==> src/rtl/vram_arbiter.sv <==
// vram_arbiter
// Shares one asynchronous video SRAM between an ISA host port and a pixel
// fetch port. Host writes are posted into a small queue and drained into
// the RAM by a three-state FSM (IDLE/SETUP/STROBE) whenever the RAM is
// free. Host reads are served from the RAM or forwarded from the newest
// queued write to the same address.
//
// Optional feature: define VRAM_SNOW_EN to load all-ones into pixel_data
// whenever the pixel port requests data but does not own the RAM (CGA
// "snow"). With the macro undefined, pixel_data holds on such cycles.
//
// Ports:
//   clk, reset            clock, asynchronous active-high reset
//   isa_addr/din/dout     host address, write data, read data (dout comb.)
//   isa_read, isa_write   host read strobe (level), write strobe (edge)
//   isa_ready             high when the host may complete its cycle
//   pixel_addr/read/data  pixel fetch address, request, registered data
//   ram_a/din/d           RAM address, read data, write data
//   ram_ce_l/oe_l/we_l    RAM controls, active-low
//   wq_overflow           sticky: a posted write was dropped (queue full)
module vram_arbiter #(
  parameter int ADDR_W    = 19,
  parameter int DATA_W    = 8,
  parameter int WQ_DEPTH  = 4,
  parameter int DIN_DELAY = 2
) (
  input  logic              clk,
  input  logic              reset,
  input  logic [ADDR_W-1:0] isa_addr,
  input  logic [DATA_W-1:0] isa_din,
  output logic [DATA_W-1:0] isa_dout,
  input  logic              isa_read,
  input  logic              isa_write,
  output logic              isa_ready,
  input  logic [ADDR_W-1:0] pixel_addr,
  input  logic              pixel_read,
  output logic [DATA_W-1:0] pixel_data,
  output logic [ADDR_W-1:0] ram_a,
  input  logic [DATA_W-1:0] ram_din,
  output logic [DATA_W-1:0] ram_d,
  output logic              ram_ce_l,
  output logic              ram_oe_l,
  output logic              ram_we_l,
  output logic              wq_overflow
);

  localparam int PTR_W = $clog2(WQ_DEPTH);
  localparam int CNT_W = $clog2(WQ_DEPTH) + 1;
  localparam int DLY_W = 3;

  localparam logic [CNT_W-1:0] CNT_ZERO   = {CNT_W{1'b0}};
  localparam logic [CNT_W-1:0] CNT_ONE    = {{(CNT_W-1){1'b0}}, 1'b1};
  localparam logic [CNT_W-1:0] CNT_FULL   = CNT_W'(WQ_DEPTH);
  localparam logic [CNT_W-1:0] CNT_ALMOST = CNT_W'(WQ_DEPTH - 1);
  localparam logic [PTR_W-1:0] PTR_ZERO   = {PTR_W{1'b0}};
  localparam logic [PTR_W-1:0] PTR_ONE    = {{(PTR_W-1){1'b0}}, 1'b1};
  localparam logic [DLY_W-1:0] DLY_ZERO   = {DLY_W{1'b0}};
  localparam logic [DLY_W-1:0] DLY_ONE    = {{(DLY_W-1){1'b0}}, 1'b1};
  localparam logic [DLY_W-1:0] DLY_LOAD   = DLY_W'(DIN_DELAY);

`ifdef VRAM_SNOW_EN
  localparam logic SNOW = 1'b1;
`else
  localparam logic SNOW = 1'b0;
`endif

  typedef enum logic [1:0] {
    IDLE   = 2'd0,
    SETUP  = 2'd1,
    STROBE = 2'd2
  } state_t;

  state_t            state;

  logic [ADDR_W-1:0] wq_addr [WQ_DEPTH];
  logic [DATA_W-1:0] wq_data [WQ_DEPTH];
  logic [PTR_W-1:0]  wr_ptr;
  logic [PTR_W-1:0]  rd_ptr;
  logic [CNT_W-1:0]  count;

  logic              prev_write;
  logic [DLY_W-1:0]  dly_cnt;
  logic [ADDR_W-1:0] pend_addr;

  logic              write_edge;
  logic              dly_running;
  logic              push_req;
  logic              push_ok;
  logic              pop;
  logic              full;
  logic              empty;
  logic              start_drain;
  logic              pixel_owns;

  logic              fwd_hit;
  logic [DATA_W-1:0] fwd_data;
  logic [PTR_W-1:0]  fwd_idx;
  logic              fwd_match;

  assign ram_ce_l = 1'b0;
  assign ram_oe_l = 1'b0;

  // Control decode shared by the capture, queue and drain logic.
  always_comb begin
    write_edge  = isa_write & ~prev_write;
    dly_running = (dly_cnt != DLY_ZERO);
    // A fresh write edge restarts the delay, so the pending write never commits.
    push_req    = dly_running & (dly_cnt == DLY_ONE) & ~write_edge;
    full        = (count == CNT_FULL);
    empty       = (count == CNT_ZERO);
    pop         = (state == STROBE);
    // A pop in the same cycle frees the slot the push needs.
    push_ok     = push_req & (~full | pop);
    // A full queue forces a drain even while the pixel port is fetching.
    start_drain = (state == IDLE) & ~empty & ~isa_read & (~pixel_read | full);
    pixel_owns  = (state == IDLE) & ~isa_read;
  end

  // RAM address mux: queue head while draining, otherwise host read or pixel fetch.
  always_comb begin
    ram_a = pixel_addr;
    if (state != IDLE) begin
      ram_a = wq_addr[rd_ptr];
    end else if (isa_read) begin
      ram_a = isa_addr;
    end else begin
      ram_a = pixel_addr;
    end
  end

  // Read forwarding: walk oldest to newest so the newest matching entry wins.
  always_comb begin
    fwd_hit   = 1'b0;
    fwd_data  = {DATA_W{1'b0}};
    fwd_idx   = PTR_ZERO;
    fwd_match = 1'b0;
    for (int i = 0; i < WQ_DEPTH; i++) begin
      fwd_idx   = rd_ptr + PTR_W'(i);
      fwd_match = (CNT_W'(i) < count) && (wq_addr[fwd_idx] == isa_addr);
      fwd_hit   = fwd_match ? 1'b1 : fwd_hit;
      fwd_data  = fwd_match ? wq_data[fwd_idx] : fwd_data;
    end
    isa_dout = fwd_hit ? fwd_data : ram_din;
  end

  // Host handshake: stall reads behind a drain or an uncommitted write, and
  // stall everything once only one free slot is left.
  always_comb begin
    isa_ready = ~((isa_read & ((state != IDLE) | dly_running)) | (count >= CNT_ALMOST));
  end

  // Write-strobe edge detect, address capture and data-sample delay counter.
  always_ff @(posedge clk or posedge reset) begin
    if (reset) begin
      prev_write <= 1'b0;
      dly_cnt    <= DLY_ZERO;
      pend_addr  <= {ADDR_W{1'b0}};
    end else begin
      prev_write <= isa_write;
      if (write_edge) begin
        dly_cnt   <= DLY_LOAD;
        pend_addr <= isa_addr;
      end else if (dly_running) begin
        dly_cnt <= dly_cnt - DLY_ONE;
      end else begin
        dly_cnt <= dly_cnt;
      end
    end
  end

  // Queue pointers, occupancy and sticky overflow flag.
  always_ff @(posedge clk or posedge reset) begin
    if (reset) begin
      wr_ptr      <= PTR_ZERO;
      rd_ptr      <= PTR_ZERO;
      count       <= CNT_ZERO;
      wq_overflow <= 1'b0;
    end else begin
      if (push_ok) begin
        wr_ptr <= wr_ptr + PTR_ONE;
      end
      if (pop) begin
        rd_ptr <= rd_ptr + PTR_ONE;
      end
      case ({push_ok, pop})
        2'b10:   count <= count + CNT_ONE;
        2'b01:   count <= count - CNT_ONE;
        default: count <= count;
      endcase
      if (push_req && !push_ok) begin
        wq_overflow <= 1'b1;
      end
    end
  end

  // Queue storage; validity is tracked by the pointers, so no reset needed.
  always_ff @(posedge clk) begin
    if (push_ok) begin
      wq_addr[wr_ptr] <= pend_addr;
      wq_data[wr_ptr] <= isa_din;
    end
  end

  // Drain FSM with registered write strobe and write data.
  always_ff @(posedge clk or posedge reset) begin
    if (reset) begin
      state    <= IDLE;
      ram_we_l <= 1'b1;
      ram_d    <= {DATA_W{1'b0}};
    end else begin
      case (state)
        IDLE: begin
          if (start_drain) begin
            state <= SETUP;
            ram_d <= wq_data[rd_ptr];
          end
        end
        SETUP: begin
          state    <= STROBE;
          ram_we_l <= 1'b0;
        end
        STROBE: begin
          state    <= IDLE;
          ram_we_l <= 1'b1;
        end
        default: begin
          state    <= IDLE;
          ram_we_l <= 1'b1;
        end
      endcase
    end
  end

  // Pixel fetch register: one-cycle latency when the pixel port owns the RAM.
  always_ff @(posedge clk or posedge reset) begin
    if (reset) begin
      pixel_data <= {DATA_W{1'b0}};
    end else if (pixel_read && pixel_owns) begin
      pixel_data <= ram_din;
    end else if (pixel_read && SNOW) begin
      pixel_data <= {DATA_W{1'b1}};
    end else begin
      pixel_data <= pixel_data;
    end
  end

endmodule
==> config.mk <==
export PLATFORM = sky130hd
export DESIGN_NAME = vram_arbiter
export DESIGN_NICKNAME = d
export VERILOG_FILES = /design/src/rtl/vram_arbiter.sv
export SDC_FILE = /design/constraint.sdc
export NUM_CORES = 1
export LEC_CHECK = 0
export ABC_AREA = 1
export BUFFER_PORTS_ARGS = -buffer_cell sky130_fd_sc_hd__buf_2
export CAP_MARGIN = 20
export CORE_UTILIZATION = 38
export DETAILED_ROUTE_END_ITERATION = 6
export MAX_ROUTING_LAYER = met4
export PLACE_DENSITY_LB_ADDON = 0.12
export SKIP_LAST_GASP = 1
export SLEW_MARGIN = 20
export SYNTH_ARGS = -nofsm -noshare
export SYNTH_HDL_FRONTEND = slang
export SYNTH_SLANG_ARGS = --single-unit
==> constraint.sdc <==
create_clock -name clk -period 6.2 [get_ports clk]
set_clock_uncertainty 0.05 [all_clocks]
set_input_delay 0.62 -clock clk [delete_from_list [all_inputs] [get_ports clk]]
set_output_delay 0.62 -clock clk [all_outputs]
set_load 0.005 [all_outputs]
==> metrics.yaml, run 1 <==
outcome:
  failed_checks: "DRC"
  outcome: "finished with violations"
critical_path:
  crit_type: "flop to output port"
  rrSetupSlack_ps: 3220
  cp-start-kind: "flop"
  crit_chain: "inv_2 -> nand2_1 -> nand2_2 -> nand3_1 -> nand3_1 -> nand2_1 -> nor2_1 -> nand2_1 -> nor2_1 -> nand3_2 -> o21ai_1 -> nor2_4 -> nor2_1 -> nand2_1 -> nand2_1 -> buf_2"
  path_common_cell: "nand2_1"
  critPathMaxStageDelay_ps: 660
  worstSetupEndpointType: "output port"
  critPathBufInv: 2
  critPathRequiredTime_ps: 5530
  slowest_stage: "dfrtp_4"
  worstPathArrival_ps: 4310
  critPathMaxFanout: 43
  crit_family: "simple AND/OR/NAND/NOR gates"
die:
  ios: 107
  core.rowCount: 59
  initial_core_util: 0.390
  die_w_um: 166
  core-area_um2: 26300
  die_h_um: 166
  dieArea_um2: 27700
finish:
  layout_common_cells: "nand2_1 (554), o21ai_0 (124), inv_1 (122), nand3_1 (117), edfxtp_1 (108)"
  drive_above_1_share: 0.136
  layout.nets: 1532
  finalInstanceArea_um2: 11500
  syn_to_final_growth_pct: 11.9
  final_common_cell: "nand2_1"
  postLayoutCoreUtil: 0.437
  nFillCells: 2728
synth:
  synth-simple-area-share: 0.318
  synth_xor_area_frac: 0.0137
  yosys-top-cells-area: "edfxtp_1 (32%), nand2_1 (20%), dfrtp_1 (12%)"
  syn-cell-area_um2: 10300
  postSynthCellCount: 1398
  netlist.top_cell.by_area: "edfxtp_1"
  synth_top_family_by_area: "simple AND/OR/NAND/NOR gates"
  ys_seq_area_frac: 0.438
  ys_types: 42
  synth_fa_ha_area_frac: 0.0146
  synth_warnings: 0
  synthMuxAreaShare: 0.0176
  synth-seq-cells: 158
  synth_compound_area_frac: 0.104
  synth_top_cell_area_share: 0.316
  syn_avg_cell_area_um2: 7.34
clocking:
  cts_hold_buf: 0
  cts_setup_buffers: 0
  cts_tree: "built"
  clk_pin_slew_worst_paths_ps: 80
  htreeDepth: 4
  cts_root_buf: "clkbuf_16"
  clock_latency_ps: 440
  clockBufferDepth: 2
  cts.sinks: 158
  cts_resized: 0
  cts_buffers: 17
detailed_routing:
  drt-total-wl_um: 30000
  routed.top_layer: "met4"
  wl_met3_um: 1930
  drt-met1-wl_um: 15500
  drc: 10
  viasPerCell: 5.04
  drt_iter0_drc: 766
  avgRoutedWirePerCell_um: 16.6
  drt_pre_antenna_iters: 7
  wl_met2_um: 12200
  ant_nets: 0
  vias: 9129
power_and_ir_drop:
  ir_drop_uv: 283
  leakage_nw: 5.47
  powerDensity_nw_per_um2: 462
global_routing:
  grtUsageTotal: 0.232
  grt_pass1_vias: 8192
  grt_start_max_net_pins: 76
  antenna_found_initial: 2
  overflow: 0
  grt_pass1_wl_um: 47200
placed_design:
  port_buffers: 104
  gp_congestion: 0.910
  dp_hpwl_um: 21800
  place_area_um2: 10900
timing:
  tns_ps: 0
  slew_violations: 0
  relSlewSlack: 0.280
  setup_violations: 0
  fmax_mhz: 201
  fin_crit_sh: 0.803
  rsz0062_at_grt: "no"
  min_period_ps: 4980
  worstMarginPinSlew_ps: 1080
  hold_viol: 0
flow_run:
  maxCapViolations: 0
worst_hold_path:
  hold_class: "input port to flop"
-- stage by stage --
| stage | cells | setup slack, ps | hold slack (ps) | power, mW |
|---|---|---|---|---|
| final | 1810 | 1220 | 242 | 5.30 |
| after floorplan | 1399 | 3150 | 373 | 3.55 |
| after detailed placement | 1776 | 1650 | 404 | 4.25 |
| after CTS | 1808 | 1170 | 231 | 5.32 |
| after global routing | 1810 | 749 | 235 | 5.77 |
| after global placement | 1775 | 1740 | 403 | 4.23 |
-- state kept, by name, indices dropped and copies added, names as in the netlist --
signal,count
state,2
count,3
ram_we_l,1
pend_addr,19
rd_ptr,2
dly_cnt,3
wq_data,32
pixel_data,8
prev_write,1
wq_overflow,1
wq_addr,76
wr_ptr,2
ram_d,8
-- logic make-up (layout without fill, tap and decap cells) --
kind of cell	count (synthesis)	after routing
AND/OR/NAND/NOR	802	802
buffers and inverters	198	273
AO/OA/AOI/OAI	195	195
flip-flops	158	158
XOR/XNOR	16	16
multiplexers	16	16
adder cells (fa/ha/maj)	12	12
other	1	3
-- final timing paths --
check,startpoint,end,depth (start not counted)
max,rd_ptr[0],isa_dout[0],16
max in group asynchronous,reset,rd_ptr[0],3
min reg2reg,ram_we_l,ram_we_l,2
min,isa_write,prev_write,1
max reg2reg,dly_cnt[0],wq_addr[0][16],9
min in group asynchronous,reset,state[0],3
-- Yosys cell counts --
| library cell | n |
|---|---|
| nor2_2 | 2 |
| a32oi_1 | 1 |
| xor2_1 | 15 |
| nor2_4 | 3 |
| inv_1 | 123 |
| buf_2 | 18 |
| buf_6 | 19 |
| ha_1 | 12 |
| a21oi_1 | 8 |
| edfxtp_1 | 108 |
| buf_1 | 2 |
| o221ai_1 | 1 |
| inv_2 | 3 |
| a21boi_1 | 1 |
| conb_1 | 1 |
| o21ai_1 | 23 |
| and3_1 | 1 |
| clkbuf_1 | 21 |
| nand2_2 | 4 |
| o21ai_0 | 124 |
| or2_2 | 9 |
| a21o_1 | 1 |
| mux2_2 | 16 |
| or2_0 | 1 |
| o211ai_1 | 8 |
| nand3b_1 | 1 |
| nor3_1 | 1 |
| nand2_1 | 555 |
| buf_4 | 12 |
| o22ai_1 | 22 |
| nand3_2 | 2 |
| o211ai_2 | 3 |
| xnor2_1 | 1 |
| dfrtp_1 | 49 |
| or2_1 | 2 |
| nor3b_1 | 2 |
| nand3_1 | 117 |
| o21ai_2 | 2 |
| nor2_1 | 97 |
| nand4_1 | 5 |
| dfstp_2 | 1 |
| a41o_1 | 1 |
-- worst reg2reg max path, delay by kind of cell, from the launching register on --
family / cells / cell delay (ps)
simple gates: 4 / 1420
flops: 1 / 390
compound gates: 1 / 310
buf+inv: 3 / 200
fa+ha+maj: 1 / 190
-- per-layer routing --
layer  vias up  global-route usage
met4         0              0.0592
li1       4656                   -
met3        34              0.0360
met5         -                   -
met2       306               0.322
met1      4133               0.348
-- cell type report --
type,count,area (µm²),area share
repair buffers,115,636,0.0554
diodes,1,2.50,0.000218
inverters,126,473,0.0412
clock inverters,14,158,0.0137
multi-input cells,1043,4860,0.423
well taps,335,419,0.0365
flip-flops and latches,158,4500,0.392
clock buffers,18,429,0.0374
-- report_power, final --
part	switching [mW]	internal (mW)	leakage, nW
clock	0.483	0.569	0.281
combinational	1.86	0.902	3.62
sequential	0.167	1.32	1.58
Power figures use the tool's default switching activity.
==> run 2: changes to the inputs <==
- clock period: 6.2 -> 4.1 ns (I/O delays scaled with it)
==> run 2 against run 1 <==
The run still ends with DRC left. Routed wire length increased by 2.6%. Total power rose by 53%. Global-route usage increased by 0.57 points. Core utilization grew 0.45 points. Critical path depth is 1 higher. Critical endpoint is now isa_dout[3]. Hold slack worse by 210 ps. Setup slack worse by 910 ps.
==> metrics.yaml, run 2 (synthesis results as in run 1) <==
finish:
  syn_to_final_growth_pct: 13.0
  drive_above_1_share: 0.141  # +0.00505
  largest_register_ffs: 76  # unchanged
  layout_common_cells: "nand2_1 (554), o21ai_0 (123), inv_1 (122), nand3_1 (117), edfxtp_1 (108)"
  multi_input_area_um2: 4870  # +0.28%
  layout.nets: 1543  # +0.72%
  diodes: 0  # -1
  postLayoutCoreUtil: 0.441  # +0.00452
  top_regs: "wq_addr x76, wq_data x32, pend_addr x19"
  nFillCells: 2681  # -1.7%
  regMostFlops: "wq_addr"
  final_common_cell: "nand2_1"
  finalInstanceArea_um2: 11600  # +1.0%
  register_area_um2: 4500  # unchanged
critical_path:
  rrSetupSlack_ps: 1460  # -1760 ps
  r2r_start: "dly_cnt[0]"
  reg2reg_depth: 11  # +2
  r2r_end: "wq_addr[0][6]"
  worstSetupEndpointType: "output port"
  crit_start: "rd_ptr[0]"
  cp-start-kind: "flop"
  critPathRequiredTime_ps: 3640  # -1890 ps
  critPathMaxFanout: 42  # -2.3%
  crit_type: "flop to output port"
  endpoint: "isa_dout[3]"
  worstPathArrival_ps: 3330  # -980 ps
placed_design:
  dp_hpwl_um: 22800  # +4.6%
  port_buffers: 104  # unchanged
  place_area_um2: 11000  # +1.1%
  gp_congestion: 0.901  # -1.0%
  dp_slack_ps: 620  # -1030 ps
global_routing:
  grt_pass1_wl_um: 48500  # +2.8%
  antenna_found_initial: 0  # -2
  busiest_layer: "met1"
  grtUsageMet3: 0.0281  # -0.00786
  grt_pass1_vias: 8391  # +2.4%
  grtUsageTotal: 0.238  # +0.00568
  use_met2: 0.341  # +0.0185
  globalRouteMet1Util: 0.352  # +0.00406
  grt_start_max_net_pins: 112  # +47%
  overflow: 0  # unchanged
clocking:
  cts.sinks: 158  # unchanged
  clock_latency_ps: 440  # about the same
  clk_pin_slew_worst_paths_ps: 70  # about the same
  cts_root_buf: "clkbuf_16"
  cts_buffers: 17  # unchanged
  cts_tree: "built"
  clockBufferDepth: 2  # unchanged
  cts_hold_buf: 0  # unchanged
  htreeDepth: 4  # unchanged
outcome:
  failed_checks: "DRC"
  outcome: "finished with violations"
die:
  die_w_um: 166  # unchanged
  core.rowCount: 59  # unchanged
  initial_core_util: 0.390  # unchanged
  ios: 107  # unchanged
  dieArea_um2: 27700  # unchanged
  core-area_um2: 26300  # unchanged
  die_h_um: 166  # unchanged
timing:
  setup_violations: 0  # unchanged
  fin_crit_sh: 0.925
  tns_ps: 0  # unchanged
  worstMarginPinSlew_ps: 848  # -229 ps
  min_period_ps: 3790
  fmax_mhz: 264
  rsz0062_at_grt: "no"
  relSlewSlack: 0.434  # +0.154
  hold_viol: 0  # unchanged
  final.setup.worst_slack_ps: 308  # -913 ps
  slew_violations: 0  # unchanged
detailed_routing:
  drc: 10  # unchanged
  ant_nets: 0  # unchanged
  drt_pre_antenna_iters: 7  # unchanged
  avgRoutedWirePerCell_um: 16.9  # +2.0%
  vias: 9284  # +1.7%
  drt_iter0_drc: 953  # +24%
  drt-total-wl_um: 30800  # +2.6%
  viasPerCell: 5.10  # +1.1%
power_and_ir_drop:
  powerDensity_nw_per_um2: 702  # +52%
  leakage_nw: 5.54  # +1.2%
  ir_drop_uv: 374  # +32%
flow_run:
  maxCapViolations: 0  # unchanged
worst_hold_path:
  hold_class: "input port to flop"
## run 2: cell types whose count changed in the layout (fill, tap and decap cells not counted), moves of 2 or more
cell | previous run | this run
o21ai_1 | 22 | 24
clkinv_8 | 2 | 0
nand2_2 | 5 | 3
buf_12 | 1 | 6
buf_4 | 9 | 14
nand2_4 | 0 | 2
inv_6 | 3 | 5
buf_6 | 0 | 2
clkinv_4 | 3 | 1
## run 2: area by class of cell
class                      instances  area share
sequential                       158       0.388
clock inverter                    13      0.0111
clock buffer                      19      0.0373
inverter                         126      0.0408
timing repair buffer             126      0.0663
tap                              335      0.0362
multi-input combinational       1043       0.420
## run 2: per-layer routing
layer	wire, µm	part of all wire
met1	15300	0.50
met2	12900	0.42
met3	2080	0.068
met4	467	0.015
met5	0	0
## run 2: worst max-delay path: stages, from the launching register on
cell	delay, ps
dfrtp_4	510
inv_2	100
nand2_1	90
nand2_4	190
buf_12	240
nand3_1	110
nand3_1	90
nand2_1	50
nor2_1	190
nand2_1	70
nor2_1	260
nand3_4	250
o21ai_1	230
nor2_4	140
nor2_1	110
nand2_1	70
nand2_1	60
buf_2	100
## run 2: metrics by stage
| stage | hold slack [ps] | cells | total power, mW |
|---|---|---|---|
| final | 36.5 | 1820 | 8.13 |
| after CTS | 25.4 | 1819 | 8.13 |
| after detailed placement | 411 | 1787 | 6.55 |
| after global routing | 27.4 | 1820 | 8.84 |
| after global placement | 411 | 1787 | 6.52 |
| after floorplan | 373 | 1399 | 5.37 |
## run 2: timing repair
action / 4_1_cts / 5_1_grt
setup endpoints to repair: 0 / 8
setup buffers: 0 / 1
gates resized for setup: 0 / 6
## run 2: report_power, final
group	internal, mW	switching [mW]
Combinational	1.45	2.96
Sequential	1.99	0.158
Clock	0.852	0.714
Total	4.30	3.84
## run 2: worst min path at each step
stage	startpoint	endpoint	slack (ps)	depth (start not counted)
after CTS	isa_write	prev_write	30	1
final	isa_write	prev_write	40	1
after global placement	wq_overflow	wq_overflow	410	1
after detailed placement	wq_overflow	wq_overflow	410	1
after global routing	isa_write	prev_write	30	1
after floorplan	state[1]	state[1]	370	1
==> run 3: changes to the inputs <==
--- a/config.mk
+++ b/config.mk
@@ -7,8 +7,8 @@
 export LEC_CHECK = 0
 export ABC_AREA = 1
-export BUFFER_PORTS_ARGS = -buffer_cell sky130_fd_sc_hd__buf_2
 export CAP_MARGIN = 20
 export CORE_UTILIZATION = 38
 export DETAILED_ROUTE_END_ITERATION = 6
+export DONT_BUFFER_PORTS = 1
 export MAX_ROUTING_LAYER = met4
 export PLACE_DENSITY_LB_ADDON = 0.12
==> constraint.sdc (replaced) <==
create_clock -name clk -period 4.1 [get_ports clk]
set_clock_uncertainty 0.05 [all_clocks]
set_input_delay 0.615 -clock clk [delete_from_list [all_inputs] [get_ports clk]]
set_output_delay 0.615 -clock clk [all_outputs]
set_load 0.005 [all_outputs]
==> run 3 against run 2 <==
The run still ends with DRC left. Setup slack lost 46 ps. Clock power grew 7%. Die area unchanged. Largest cell class unchanged. Core utilization decreased by 1.5 points.
==> metrics.yaml, run 3 (synthesis results as in run 1) <==
die:
  dieArea_um2: 27700  # unchanged
  initial_core_util: 0.390  # unchanged
  die_h_um: 166  # unchanged
  ios: 107  # unchanged
  die_w_um: 166  # unchanged
  core-area_um2: 26300  # unchanged
  core.rowCount: 59  # unchanged
power_and_ir_drop:
  switching_share: 0.469  # -0.00305
  power_frac_seq: 0.272  # +0.008
  p_int_mw: 4.28  # -0.37%
  comb_power_share: 0.520  # -0.023
  ir_drop_uv: 292  # -22%
  clkPwrFrac: 0.208  # +0.015
  powerDensity_nw_per_um2: 719  # +2.4%
  p_sw_mw: 3.78  # -1.6%
  leakage_nw: 5.19  # -6.3%
clocking:
  clk_pin_slew_worst_paths_ps: 70  # about the same
  cts_buffers: 17  # unchanged
  clock_latency_ps: 430  # about the same
  clockBufferDepth: 2  # unchanged
  htreeDepth: 4  # unchanged
  cts_hold_buf: 0  # unchanged
  cts_tree: "built"
  cts.sinks: 158  # unchanged
  cts_root_buf: "clkbuf_16"
finish:
  layout_common_cells: "nand2_1 (554), o21ai_0 (123), inv_1 (122), nand3_1 (117), edfxtp_1 (108)"
  regMostFlops: "wq_addr"
  finalInstanceArea_um2: 11200  # -3.3%
  syn_to_final_growth_pct: 9.28
  instances_no_fill: 1726  # -5.2%
  final_common_cell: "nand2_1"
  drive_above_1_share: 0.0855  # -0.0559
  layout.nets: 1449  # -6.1%
  diodes: 0  # unchanged
  top_regs: "wq_addr x76, wq_data x32, pend_addr x19"
  largest_register_ffs: 76  # unchanged
timing:
  relSlewSlack: 0.412  # -0.0217
  min_period_ps: 3840  # +45.9 ps
  rsz0062_at_grt: "no"
  hold_viol: 0  # unchanged
  fmax_mhz: 261  # -1.2%
  tns_ps: 0  # unchanged
  slew_violations: 0  # unchanged
  worstMarginPinSlew_ps: 880  # +32.5 ps
  setup_violations: 0  # unchanged
  fin_crit_sh: 0.936  # +0.0112
  hold_slack_ps: 158  # +122 ps
placed_design:
  dp.cells: 1689  # -5.5%
  place_area_um2: 10500  # -4.7%
  gp_congestion: 0.921  # +2.3%
  dp_hpwl_um: 22800  # about the same
  port_buffers: 0  # -100%
global_routing:
  grt_pass1_wl_um: 48300  # -0.55%
  overflow: 0  # unchanged
  grt_start_max_net_pins: 74  # -34%
  antenna_found_initial: 1  # +1
  grt_pass1_vias: 8279  # -1.3%
  grtUsageTotal: 0.237  # -0.000848
critical_path:
  critPathRequiredTime_ps: 3430  # -210 ps
  crit_type: "flop to output port"
  cp-start-kind: "flop"
  path_common_cell: "nand2_1"
  worstSetupEndpointType: "output port"
  slowest_stage: "dfrtp_4"
  crit_chain: "inv_2 -> buf_8 -> nand2_1 -> nand3_1 -> nand2_1 -> xor2_1 -> nand3_1 -> nor2_1 -> nand3_1 -> o21ai_1 -> nor2_4 -> buf_12 -> nor2_1 -> nand2_1 -> nand2_1"
  worstPathArrival_ps: 3170  # -160 ps
  critPathMaxStageDelay_ps: 520  # about the same
  critPathMaxFanout: 36  # -14%
outcome:
  failed_checks: "DRC"
  outcome: "finished with violations"
detailed_routing:
  ant_nets: 0  # unchanged
  drc: 9  # -1
  drt_iter0_drc: 756  # -21%
  avgRoutedWirePerCell_um: 18.0  # +6.4%
  vias: 8957  # -3.5%
  drt-total-wl_um: 31100  # +0.92%
  viasPerCell: 5.19  # +1.7%
  drt_pre_antenna_iters: 7  # unchanged
flow_run:
  maxCapViolations: 0  # unchanged
worst_hold_path:
  hold_class: "input port to flop"
==> run 3: cell count changes in the layout (fill, tap and decap cells not counted), sizes merged <==
cell	previous run	this run
buf	126	32
inv	134	131
bufinv	1	3
clkinvlp	1	4
clkbuf	19	17
==> run 3: worst paths after layout <==
path                            slack (ps)             end       start  cells past startpoint
worst max-delay path                   260     isa_dout[7]   rd_ptr[0]                     15
worst min-delay path                   160      prev_write   isa_write                      0
worst max register to register        1490  wq_addr[0][17]  dly_cnt[0]                     11
worst min register to register         430        ram_we_l    ram_we_l                      2
max in group asynchronous             2920        ram_we_l       reset                      2
min in group asynchronous              200        ram_d[5]       reset                      1
==> run 3: repair_timing <==
item | CTS | global route
resized for setup | 0 | 15
endpoints found under the setup margin | 0 | 8
buffers inserted | 0 | 5
==> run 3: worst max-delay path: cells and delay by family (launching register included) <==
family / cells / cell delay, ps
XOR/XNOR: 1 / 320
flip-flops: 1 / 520
AND/OR/NAND/NOR: 10 / 960
AO/OA/AOI/OAI: 1 / 410
buffers and inverters: 3 / 540
==> run 3: layer usage <==
metal | share of wire | GRT usage | up-vias | routed length (µm)
met5 | 0 | - | - | 0
met3 | 0.064 | 0.0393 | 22 | 2010
met4 | 0.011 | 0.0543 | 0 | 344
met1 | 0.49 | 0.334 | 4192 | 15300
li1 | - | - | 4484 | -
met2 | 0.43 | 0.355 | 259 | 13400
==> run 3: metrics by stage <==
stage | power, mW | utilization | worst slack (ps)
final | 8.06 | 0.427 | 262
after global routing | 8.71 | 0.427 | 0.731
after CTS | 8.01 | 0.422 | 66.6
after detailed placement | 6.33 | 0.399 | 517
after global placement | 6.29 | 0.399 | 570
after floorplan | 5.37 | - | 1050
==> run 3: layout make-up <==
type                            count  area (µm²)
Clock inverter                     15         183
Fill cell                        2718       15100
Clock buffer                       17         425
Sequential cell                   158        4500
Multi-Input combinational cell   1043        4880
Tap cell                          335         419
Inverter                          126         473
Timing Repair Buffer               32         333
==> run 3: power by group through the flow <==
stage                     logic (mW)  registers, mW  clock network [mW]
after floorplan                 3.22           2.15                   0
after global routing            4.72           2.23                1.77
after CTS                       4.12           2.19                1.70
after detailed placement        4.10           2.23                   0
after global placement          4.07           2.22                   0
final                           4.19           2.20                1.68
